`src/rtl/bin2bcd_8bit_if.sv`:
```
// rtl/bin2bcd_8bit_if.sv - Start/Busy/Done handshake and data bundle for the binary-to-BCD converter
interface bin2bcd_8bit_if #(
    parameter int WIDTH  = 8,
    parameter int DIGITS = 3
);
    logic                  Start;
    logic [WIDTH-1:0]      Bin;
    logic                  Busy;
    logic                  Done;
    logic [4*DIGITS-1:0]   Bcd;

    modport master (output Start, output Bin, input Busy, input Done, input Bcd);
    modport slave  (input Start, input Bin, output Busy, output Done, output Bcd);
endinterface

```
`src/rtl/bin2bcd_8bit.sv`:
```
// rtl/bin2bcd_8bit.sv - sequential double-dabble binary-to-BCD converter, one input bit per clock
module bin2bcd_8bit #(
    parameter int WIDTH  = 8,
    parameter int DIGITS = 3,
    parameter int CW     = 4
) (
    input  logic           Clk,
    input  logic           Resetn,
    bin2bcd_8bit_if.slave  bus
);
    typedef enum logic [1:0] {
        S_IDLE  = 2'd0,
        S_SHIFT = 2'd1,
        S_DONE  = 2'd2
    } state_t;

    state_t                r_state;
    state_t                w_next;
    logic [WIDTH-1:0]      r_sh_bin;
    logic [4*DIGITS-1:0]   r_bcd_acc;
    logic [4*DIGITS-1:0]   r_bcd;
    logic [CW-1:0]         r_cnt;
    logic [4*DIGITS-1:0]   w_adj;
    logic [4*DIGITS-1:0]   w_shifted;
    logic                  w_last;

    assign w_last = (r_cnt == CW'(WIDTH - 1));

    always_ff @(posedge Clk or negedge Resetn) begin
        if (!Resetn) begin
            r_state <= S_IDLE;
        end else begin
            r_state <= w_next;
        end
    end

    // The unused encoding falls through to the default and returns to IDLE.
    always_comb begin
        w_next = S_IDLE;
        case (r_state)
            S_IDLE:  w_next = bus.Start ? S_SHIFT : S_IDLE;
            S_SHIFT: w_next = w_last ? S_DONE : S_SHIFT;
            S_DONE:  w_next = S_IDLE;
            default: w_next = S_IDLE;
        endcase
    end

    // Add-3 correction is per digit and carry-free, applied before the shift.
    always_comb begin
        w_adj = r_bcd_acc;
        for (int d = 0; d < DIGITS; d++) begin
            if (r_bcd_acc[4*d +: 4] >= 4'd5) begin
                w_adj[4*d +: 4] = r_bcd_acc[4*d +: 4] + 4'd3;
            end
        end
    end

    assign w_shifted = {w_adj[4*DIGITS-2:0], r_sh_bin[WIDTH-1]};

    always_ff @(posedge Clk or negedge Resetn) begin
        if (!Resetn) begin
            r_sh_bin  <= '0;
            r_bcd_acc <= '0;
            r_bcd     <= '0;
            r_cnt     <= '0;
        end else begin
            case (r_state)
                S_IDLE: begin
                    if (bus.Start) begin
                        r_sh_bin  <= bus.Bin;
                        r_bcd_acc <= '0;
                        r_cnt     <= '0;
                    end
                end
                S_SHIFT: begin
                    r_bcd_acc <= w_shifted;
                    r_sh_bin  <= {r_sh_bin[WIDTH-2:0], 1'b0};
                    r_cnt     <= r_cnt + CW'(1);
                    if (w_last) begin
                        r_bcd <= w_shifted;
                    end
                end
                default: begin
                end
            endcase
        end
    end

    assign bus.Busy = (r_state == S_SHIFT) || (r_state == S_DONE);
    assign bus.Done = (r_state == S_DONE);
    assign bus.Bcd  = r_bcd;
endmodule

```
`src/flat_wrapper.sv`:
```
// flat-port wrapper written by rule: the top's interface ports become plain ports
module bin2bcd_8bit_flat 
#(
    parameter int WIDTH  = 8,
    parameter int DIGITS = 3,
    parameter int CW     = 4
)
  (Clk, Resetn, bus_Start, bus_Bin, bus_Busy, bus_Done, bus_Bcd);
  bin2bcd_8bit_if #(.WIDTH(WIDTH), .DIGITS(DIGITS)) bus_i ();
  input  logic Clk;
  input  logic Resetn;
  input wire logic [$bits(bus_i.Start)-1:0] bus_Start;
  input wire logic [$bits(bus_i.Bin)-1:0] bus_Bin;
  output wire logic [$bits(bus_i.Busy)-1:0] bus_Busy;
  output wire logic [$bits(bus_i.Done)-1:0] bus_Done;
  output wire logic [$bits(bus_i.Bcd)-1:0] bus_Bcd;
  assign bus_i.Start = bus_Start;
  assign bus_i.Bin = bus_Bin;
  assign bus_Busy = bus_i.Busy;
  assign bus_Done = bus_i.Done;
  assign bus_Bcd = bus_i.Bcd;
  bin2bcd_8bit #(.WIDTH(WIDTH), .DIGITS(DIGITS), .CW(CW)) u_core (.Clk(Clk), .Resetn(Resetn), .bus(bus_i));
endmodule
```
`config.mk`:
```
export PLATFORM = sky130hd
export DESIGN_NAME = bin2bcd_8bit_flat
export DESIGN_NICKNAME = d
export VERILOG_FILES = /design/src/rtl/bin2bcd_8bit_if.sv /design/src/rtl/bin2bcd_8bit.sv /design/src/flat_wrapper.sv
export SDC_FILE = /design/constraint.sdc
export NUM_CORES = 1
export LEC_CHECK = 0
export ABC_AREA = 0
export CORE_MARGIN = 8
export CORE_UTILIZATION = 45
export DETAILED_ROUTE_END_ITERATION = 8
export PLACE_DENSITY = 0.8
export SLEW_MARGIN = 25
export SYNTH_ARGS = -nofsm -noshare
export SYNTH_HDL_FRONTEND = slang
export SYNTH_SLANG_ARGS = --single-unit
```
`constraint.sdc`:
```
create_clock -name Clk -period 1.65 [get_ports Clk]
set_input_delay 0.33 -clock Clk [delete_from_list [all_inputs] [get_ports Clk]]
set_output_delay 0.33 -clock Clk [all_outputs]
set_load 0.02 [all_outputs]
```
==> results summary, run 1 <==
The initial antenna violation count is 0. The horizontal die dimension came out at about 80 um. The area used by multi-input combinational logic came out at between 800 and 900 sq um.

The worst pin sits at a relative slew slack of 68.19%. The run finished with clean final reports. Sequential cells were found to cover about half of the synthesized design area.

In this run the worst setup path begins at u_core.bus.Bcd[10]. By startpoint and endpoint, the worst setup path is classified as register to output port. The floorplan die area is 0.006420 sq mm. The post-synthesis register bit count is 38. The CTS clock-pin slew for the worst setup and hold paths is 0.07 ns.

Detailed placement ended at an HPWL of 2.696 mm. The worst setup path is captured at an output port. The number of clock sinks seen by CTS is 38. Detailed routing inserted a total of between 1000 and 1500 vias. The path class of the tightest hold or removal check is primary input to async pin. The post-CTS setup repair buffer count is 0. The number of port buffers is 24.

The launching element type of the critical path is a register. Clock latency on the worst-skew pair, taken at its later pin, is roughly 0.29 ns. The post-synthesis area per instance came out at between 10 and 15 sq um. Together, buffers and inverters on the worst path number 1. The row count is 23.

The number of iterations in the first detailed-routing pass is 4. The first-iteration detailed-routing DRC count came out at 78. After technology mapping, the gate count stands at 182. The number of global-route vias before repair is between 1000 and 1500.

The routed design could run at a clock period as short as 1.588 ns. The number of antenna diodes in the final layout is 0. The worst setup timing slack at the placement stage is -0.07839 ns.

The effective utilization at floorplan came out at 46.60%. The combined area of all synthesized cells is 0.001851 sq mm. Entering global routing, the biggest net connects 39 pins.

The peak per-stage delay on the critical path came out at 0.61 ns. The total power divided by cell area is 1973 mW/mm^2. The final-layout fill cell count came out at 337.

The area occupied by registers is 950.9 sq um. The maximum buffer depth of the clock tree is 2. For this run, design rule violations remaining after detail routing come to 0. The number of nets handed over by synthesis was between 200 and 250. The number of levels the H-tree was split into came out at 2. The per-cell via count in the routed design is a little over 5. TritonCTS built the clock tree. The final clock skew is about 0.0085 ns.

The post-layout net count is 243. The synthesis-to-layout area growth came out at 26.57%. Once routing completed, OpenROAD measured the worst setup slack at 0.06245 ns.

The tool flagged a number of max-cap violations equal to 0. Global routing finished with a remaining overflow of 0. The critical path goes through clkdlybuf4s50_1. Routability-driven placement finished with a final weighted congestion of 0.7261. The cell sitting at the root of the clock tree is a clkbuf_8. The slowest stage of the critical path belongs to the cell clkdlybuf4s50_1. Broken down by cell family, the worst path's largest delay share belongs to buffers and inverters. The placeable core area came out at just under 0.004 sq mm. The highest fanout seen on the critical path is 2. The share of the cycle needed by the critical path after routing came out at a little over nine tenths. Dividing the detail-routed wire length by the instance count gives around 14 um. The leakage power summed over all cells came out at between 1 and 1.5 nW. The share of cells above drive strength 1 is 17.04%. The number of endpoints with negative hold slack in the final report is 0. The launch point of the worst reg-to-reg path is u_core.r_state[0]. The worst endpoint required time is 1.32 ns. The combined global-route utilization of all metal layers is 12.27%. The post-layout total power is 0.004622 W. The maximum achievable frequency is approximately 630 MHz.

The total length of routed wires is 3.767 mm. The CTS buffer count is 5. The number of placed I/O pins is 25. Counting distinct cell types in the post-synthesis netlist gives 27. The remaining antenna violation count came out at 0. The first global-routing pass estimated a little over 6 mm of wire.

The utilization after layout is 58.98%. The vertical die dimension came out at about 80 um. The data arrival time of the critical path came out at about 1.3 ns.

The actual slew at the worst max-slew pin is 0.4771 ns. The number of hold buffers added after cts is 0. Final hold analysis gives a worst-case slack of 0.08193 ns. The final number of max-transition violations came out at 0. The yosys synthesis warning count came out at 0. The worst-case IR drop observed on VDD is between 1000 and 1500 uV.

The final setup violation count came out at 0.
power by group:
group	switching (W)	total, W	internal [W]
sequential	0.000280	0.00160	0.00132
combinational	0.00121	0.00237	0.00116
clock	0.000313	0.000650	0.000337
routing by layer:
| layer | GRT usage [%] | part of all wire [%] | vias up |
|---|---|---|---|
| met5 | 0 | 0 | - |
| met4 | 5.818 | 1.8 | 0 |
| met3 | 2.567 | 2.8 | 6 |
| met2 | 19.73 | 50 | 19 |
| met1 | 15.33 | 46 | 661 |
| li1 | - | - | 707 |
registers in the layout, indices dropped and copies added, names as in the netlist:
signal            flops
u_core.r_sh_bin       8
u_core.r_cnt          4
u_core.r_bcd_acc     12
u_core.bus.Bcd       12
u_core.r_state        2
area by class of cell:
class                   instances  area share [%]
clock buffers                   7           3.686
clock inverters                 1          0.2137
inverters                      10           1.603
multi-input cells             127           35.79
flip-flops and latches         38           40.60
well taps                      50           2.671
repair buffers                 40           15.44
cell usage in the layout (no fill, tap or decap), types with 2 or more instances in the layout:
| master | synthesis | layout |
|---|---|---|
| nand3_1 | 3 | 3 |
| buf_4 | 1 | 15 |
| o22ai_1 | 6 | 6 |
| a31oi_1 | 3 | 3 |
| nor3b_1 | 4 | 4 |
| mux2i_1 | 8 | 8 |
| a21oi_2 | 0 | 3 |
| o31ai_1 | 2 | 2 |
| xnor2_1 | 3 | 3 |
| inv_1 | 10 | 8 |
| mux2_2 | 4 | 3 |
| nand2_1 | 36 | 36 |
| o21ai_1 | 0 | 3 |
| ha_1 | 10 | 8 |
| a22o_1 | 2 | 2 |
| nand2b_1 | 4 | 4 |
| dfrtp_1 | 38 | 38 |
| a21oi_1 | 8 | 5 |
| o21ai_0 | 27 | 24 |
| clkdlybuf4s50_1 | 0 | 21 |
| inv_2 | 0 | 2 |
| clkbuf_8 | 0 | 6 |
cell families after synthesis:
group           count (synthesis)  synth area share (%)
compound gates                 51                 15.75
xor+xnor                        3                 1.420
fa+ha+maj                      10                 6.761
buf+inv                        17                 4.936
flops                          38                 51.39
mux                            12                 6.761
simple gates                   51                 12.98
cell usage after synthesis:
| cell type | count | area share, % |
|---|---|---|
| a21oi_1 | 8 | 2.2 |
| a22o_1 | 2 | 0.95 |
| a2bb2oi_1 | 1 | 0.47 |
| a31oi_1 | 3 | 1.0 |
| and2b_1 | 1 | 0.41 |
| buf_2 | 1 | 0.27 |
| buf_4 | 1 | 0.41 |
| buf_6 | 3 | 1.8 |
| clkbuf_1 | 2 | 0.41 |
| dfrtp_1 | 38 | 51 |
| ha_1 | 10 | 6.8 |
| inv_1 | 10 | 2.0 |
| mux2_2 | 4 | 2.4 |
| mux2i_1 | 8 | 4.3 |
| nand2_1 | 36 | 7.3 |
| nand2b_1 | 4 | 1.4 |
| nand3_1 | 3 | 0.81 |
| nand4b_1 | 1 | 0.47 |
| nor2b_4 | 1 | 0.74 |
| nor3_1 | 1 | 0.27 |
| nor3b_1 | 4 | 1.6 |
| o21a_1 | 1 | 0.41 |
| o21ai_0 | 27 | 7.3 |
| o21bai_2 | 1 | 0.61 |
| o22ai_1 | 6 | 2.0 |
| o31ai_1 | 2 | 0.81 |
| xnor2_1 | 3 | 1.4 |
per-stage QoR:
stage | TNS [ns] | instances | cell area [sq um]
detailed placement | -0.3980 | 265 | 2227
floorplan | 0 | 182 | 1851
finish | 0 | 273 | 2342
global route | -0.03353 | 273 | 2342
CTS | 0 | 273 | 2325
global placement | -0.04664 | 265 | 2227
final timing paths:
| path | endpoint | slack [ns] | cells past startpoint |
|---|---|---|---|
| setup / recovery | bus_Bcd[10] | 0.06 | 1 |
| hold / removal | u_core.bus.Bcd[6] | 0.08 | 2 |
| setup reg to reg | u_core.r_bcd_acc[3] | 0.09 | 6 |
| hold reg to reg | u_core.r_sh_bin[6] | 0.48 | 2 |
| max in group asynchronous | u_core.r_bcd_acc[4] | 1.23 | 2 |
| min in group Clk | u_core.r_sh_bin[6] | 0.48 | 2 |
repair_timing:
action,in CTS,in global routing
pin swaps,0,3
resized for setup,5,11
hold endpoints to repair,0,0
endpoints found under the setup margin,4,14
No activity file was read; power rests on OpenSTA's default activity.
==> run 2, diff against run 1 <==
--- a/config.mk
+++ b/config.mk
@@ -6,6 +6,7 @@
 export NUM_CORES = 1
 export LEC_CHECK = 0
 export ABC_AREA = 0
+export CORE_ASPECT_RATIO = 1.2
 export CORE_MARGIN = 8
 export CORE_UTILIZATION = 45
 export DETAILED_ROUTE_END_ITERATION = 8
==> results summary, run 2 (same netlist as run 1, synthesis figures left out) <==
The flow ran to the end, and the final reports show no timing, DRC or antenna violations. After detailed routing, the number of remaining DRC violations is 0. The combined global-route utilization of all metal layers came out at 12.79%. Summed over all cells, the static leakage comes to 1.101 nW. The library cells used most frequently in the layout, excluding fill and tap cells, are 38 x dfrtp_1, 36 x nand2_1, 23 x o21ai_0. The number of port buffers came out at 24. For this design the ratio of total power to cell area is just under 2000 mW/mm^2. In the final routed layout, each cell accounts on average for 13.55 um. The worst setup path is of the register to output port kind. The worst setup timing slack at the placement stage is -0.06525 ns.

The effective utilization at floorplan came out at 46.95%. The number of iterations in the first detailed-routing pass is 4. The post-CTS setup repair buffer count is 0. The clock network latency to the later pin of the worst-skew pair came out at 0.28 ns.

The post-route netlist has 17.41% of its cells at a drive strength greater than 1. Setup repair after global routing could not meet its margin everywhere. The number of placed I/O pins came out at 25. The first global-routing pass estimated ~6.5 mm of wire. The worst supply voltage drop on vdd came out at 853.2 uV. The highest fanout seen on the critical path came out at 2. At the pin with the least slew margin, the transition time is 0.4712 ns. The final critical-path setup slack is ~0.065 ns. The final number of max-transition violations came out at 0.

The filler cells instantiated in the layout total 355. The number of endpoints with negative hold slack in the final report is 0. The relative slew slack came out at 68.59%.

The tool flagged a number of max-cap violations equal to 0. The utilization after layout is 60.32%. After detailed routing, the total wire length is 3.766 mm.

The post-layout net count came out at about 240. Clock tree synthesis inserted a total of 5 buffers. The clock passes through at most 2 buffers. The number of global-route vias before repair came out at around 1500. For this design, the CTS-stage hold fixing added 0 buffers.

The class of the most critical hold timing path is primary input to async pin. The number of clock sinks seen by CTS is 38. STA puts the critical path data arrival time at 1.26 ns. The number of levels the H-tree was split into came out at 2. The CTS clock-pin slew for the worst setup and hold paths came out at 0.07 ns. The worst endpoint required time is between 1 and 1.5 ns. The initial antenna violation count is 0. The routed layout has approximately 1400 vias. The clock tree from TritonCTS is built.

The final setup violation count came out at 0. The half-perimeter wire length after detailed placement is 2.716 mm. The share of the cycle needed by the critical path after routing is 96.08%. The vertical die dimension is 86.25 um. The detailed router finished its first iteration with 60 violations. The final clock skew came out at 0.004594 ns. The final global-route overflow total came out at 0. The library cell used most frequently in the layout, excluding fill and tap cells, is dfrtp_1. The placer congestion estimate came out at 0.7267.

The launching element type of the critical path is a register. The maximum number of pins on one net before global-route repair came out at 39. The detail route stage leaves a number of antenna-violating nets equal to 0. The number of antenna repair diodes is 0. The per-cell via count in the routed design came out at approximately 5. The maximum achievable frequency is 630.8 MHz. The core region is 0.003941 sq mm. The floorplan step defined a die boundary enclosing 0.006429 sq mm. Subtracting the final worst setup slack from the clock period gives 1.585 ns. Clock tree synthesis selected as its root buffer the cell clkbuf_8. The sort of element at the end of the critical path is an output port. The die is 74.54 um wide. The area growth from synthesis to layout is 28.47%. The floorplan has 25 rows.
-- run 2: layout make-up --
class	count	area [sq um]	share of cell area, %
flip-flops and latches	38	950.9	40.00
multi-input cells	127	847.1	35.63
repair buffers	41	382.9	16.11
clock buffers	7	86.33	3.632
well taps	54	67.56	2.842
inverters	10	37.54	1.579
clock inverters	1	5.005	0.2105
-- run 2: worst max-delay path, cell delays in order, from the launching register on --
cell	delay, ns
dfrtp_1	0.39
inv_1	0.13
ha_1	0.16
clkdlybuf4s15_1	0.29
-- run 2: worst paths after layout --
path                                     start                    to  slack (ns)  cells past startpoint
setup / recovery             u_core.r_state[0]              bus_Done        0.06                      3
hold / removal                          Resetn     u_core.bus.Bcd[6]        0.08                      2
setup reg to reg           u_core.r_bcd_acc[9]  u_core.r_bcd_acc[10]        0.07                      6
hold reg to reg              u_core.bus.Bcd[7]     u_core.bus.Bcd[7]        0.48                      2
max in group asynchronous               Resetn    u_core.bus.Bcd[10]        1.24                      2
min in group Clk             u_core.bus.Bcd[7]     u_core.bus.Bcd[7]        0.48                      2
-- run 2: per-layer routing --
| layer | wire (um) | track usage (%) | up-vias |
|---|---|---|---|
| li1 | - | - | 711 |
| met1 | 1716 | 14.24 | 679 |
| met2 | 1885 | 22.00 | 22 |
| met3 | 126 | 3.926 | 4 |
| met4 | 38 | 4.643 | 0 |
| met5 | 0 | 0 | - |
-- run 2: stage by stage --
stage | total power, W | std cells | instance area [sq um] | hold slack (ns) | setup TNS (ns)
2_1_floorplan | 0.003053 | 182 | 1851 | 0.03441 | 0
3_3_place_gp | 0.003863 | 270 | 2252 | 0.4041 | -0.008256
3_5_place_dp | 0.003968 | 270 | 2252 | 0.4067 | -0.1341
4_1_cts | 0.004617 | 278 | 2342 | 0.09395 | -0.03072
5_1_grt | 0.005102 | 278 | 2377 | 0.1176 | -0.3675
6_report | 0.004707 | 278 | 2377 | 0.08362 | 0
-- run 2: power breakdown --
group          switching [W]  internal, W
Sequential          0.000276      0.00132
Combinational        0.00124      0.00122
Clock               0.000313     0.000337
Total                0.00183      0.00288
-- run 2: what timing repair did --
item	4_1_cts	5_1_grt
cloned	0	0
setup endpoints to repair	4	22
gates resized for setup	3	16
hold endpoints to repair	0	0
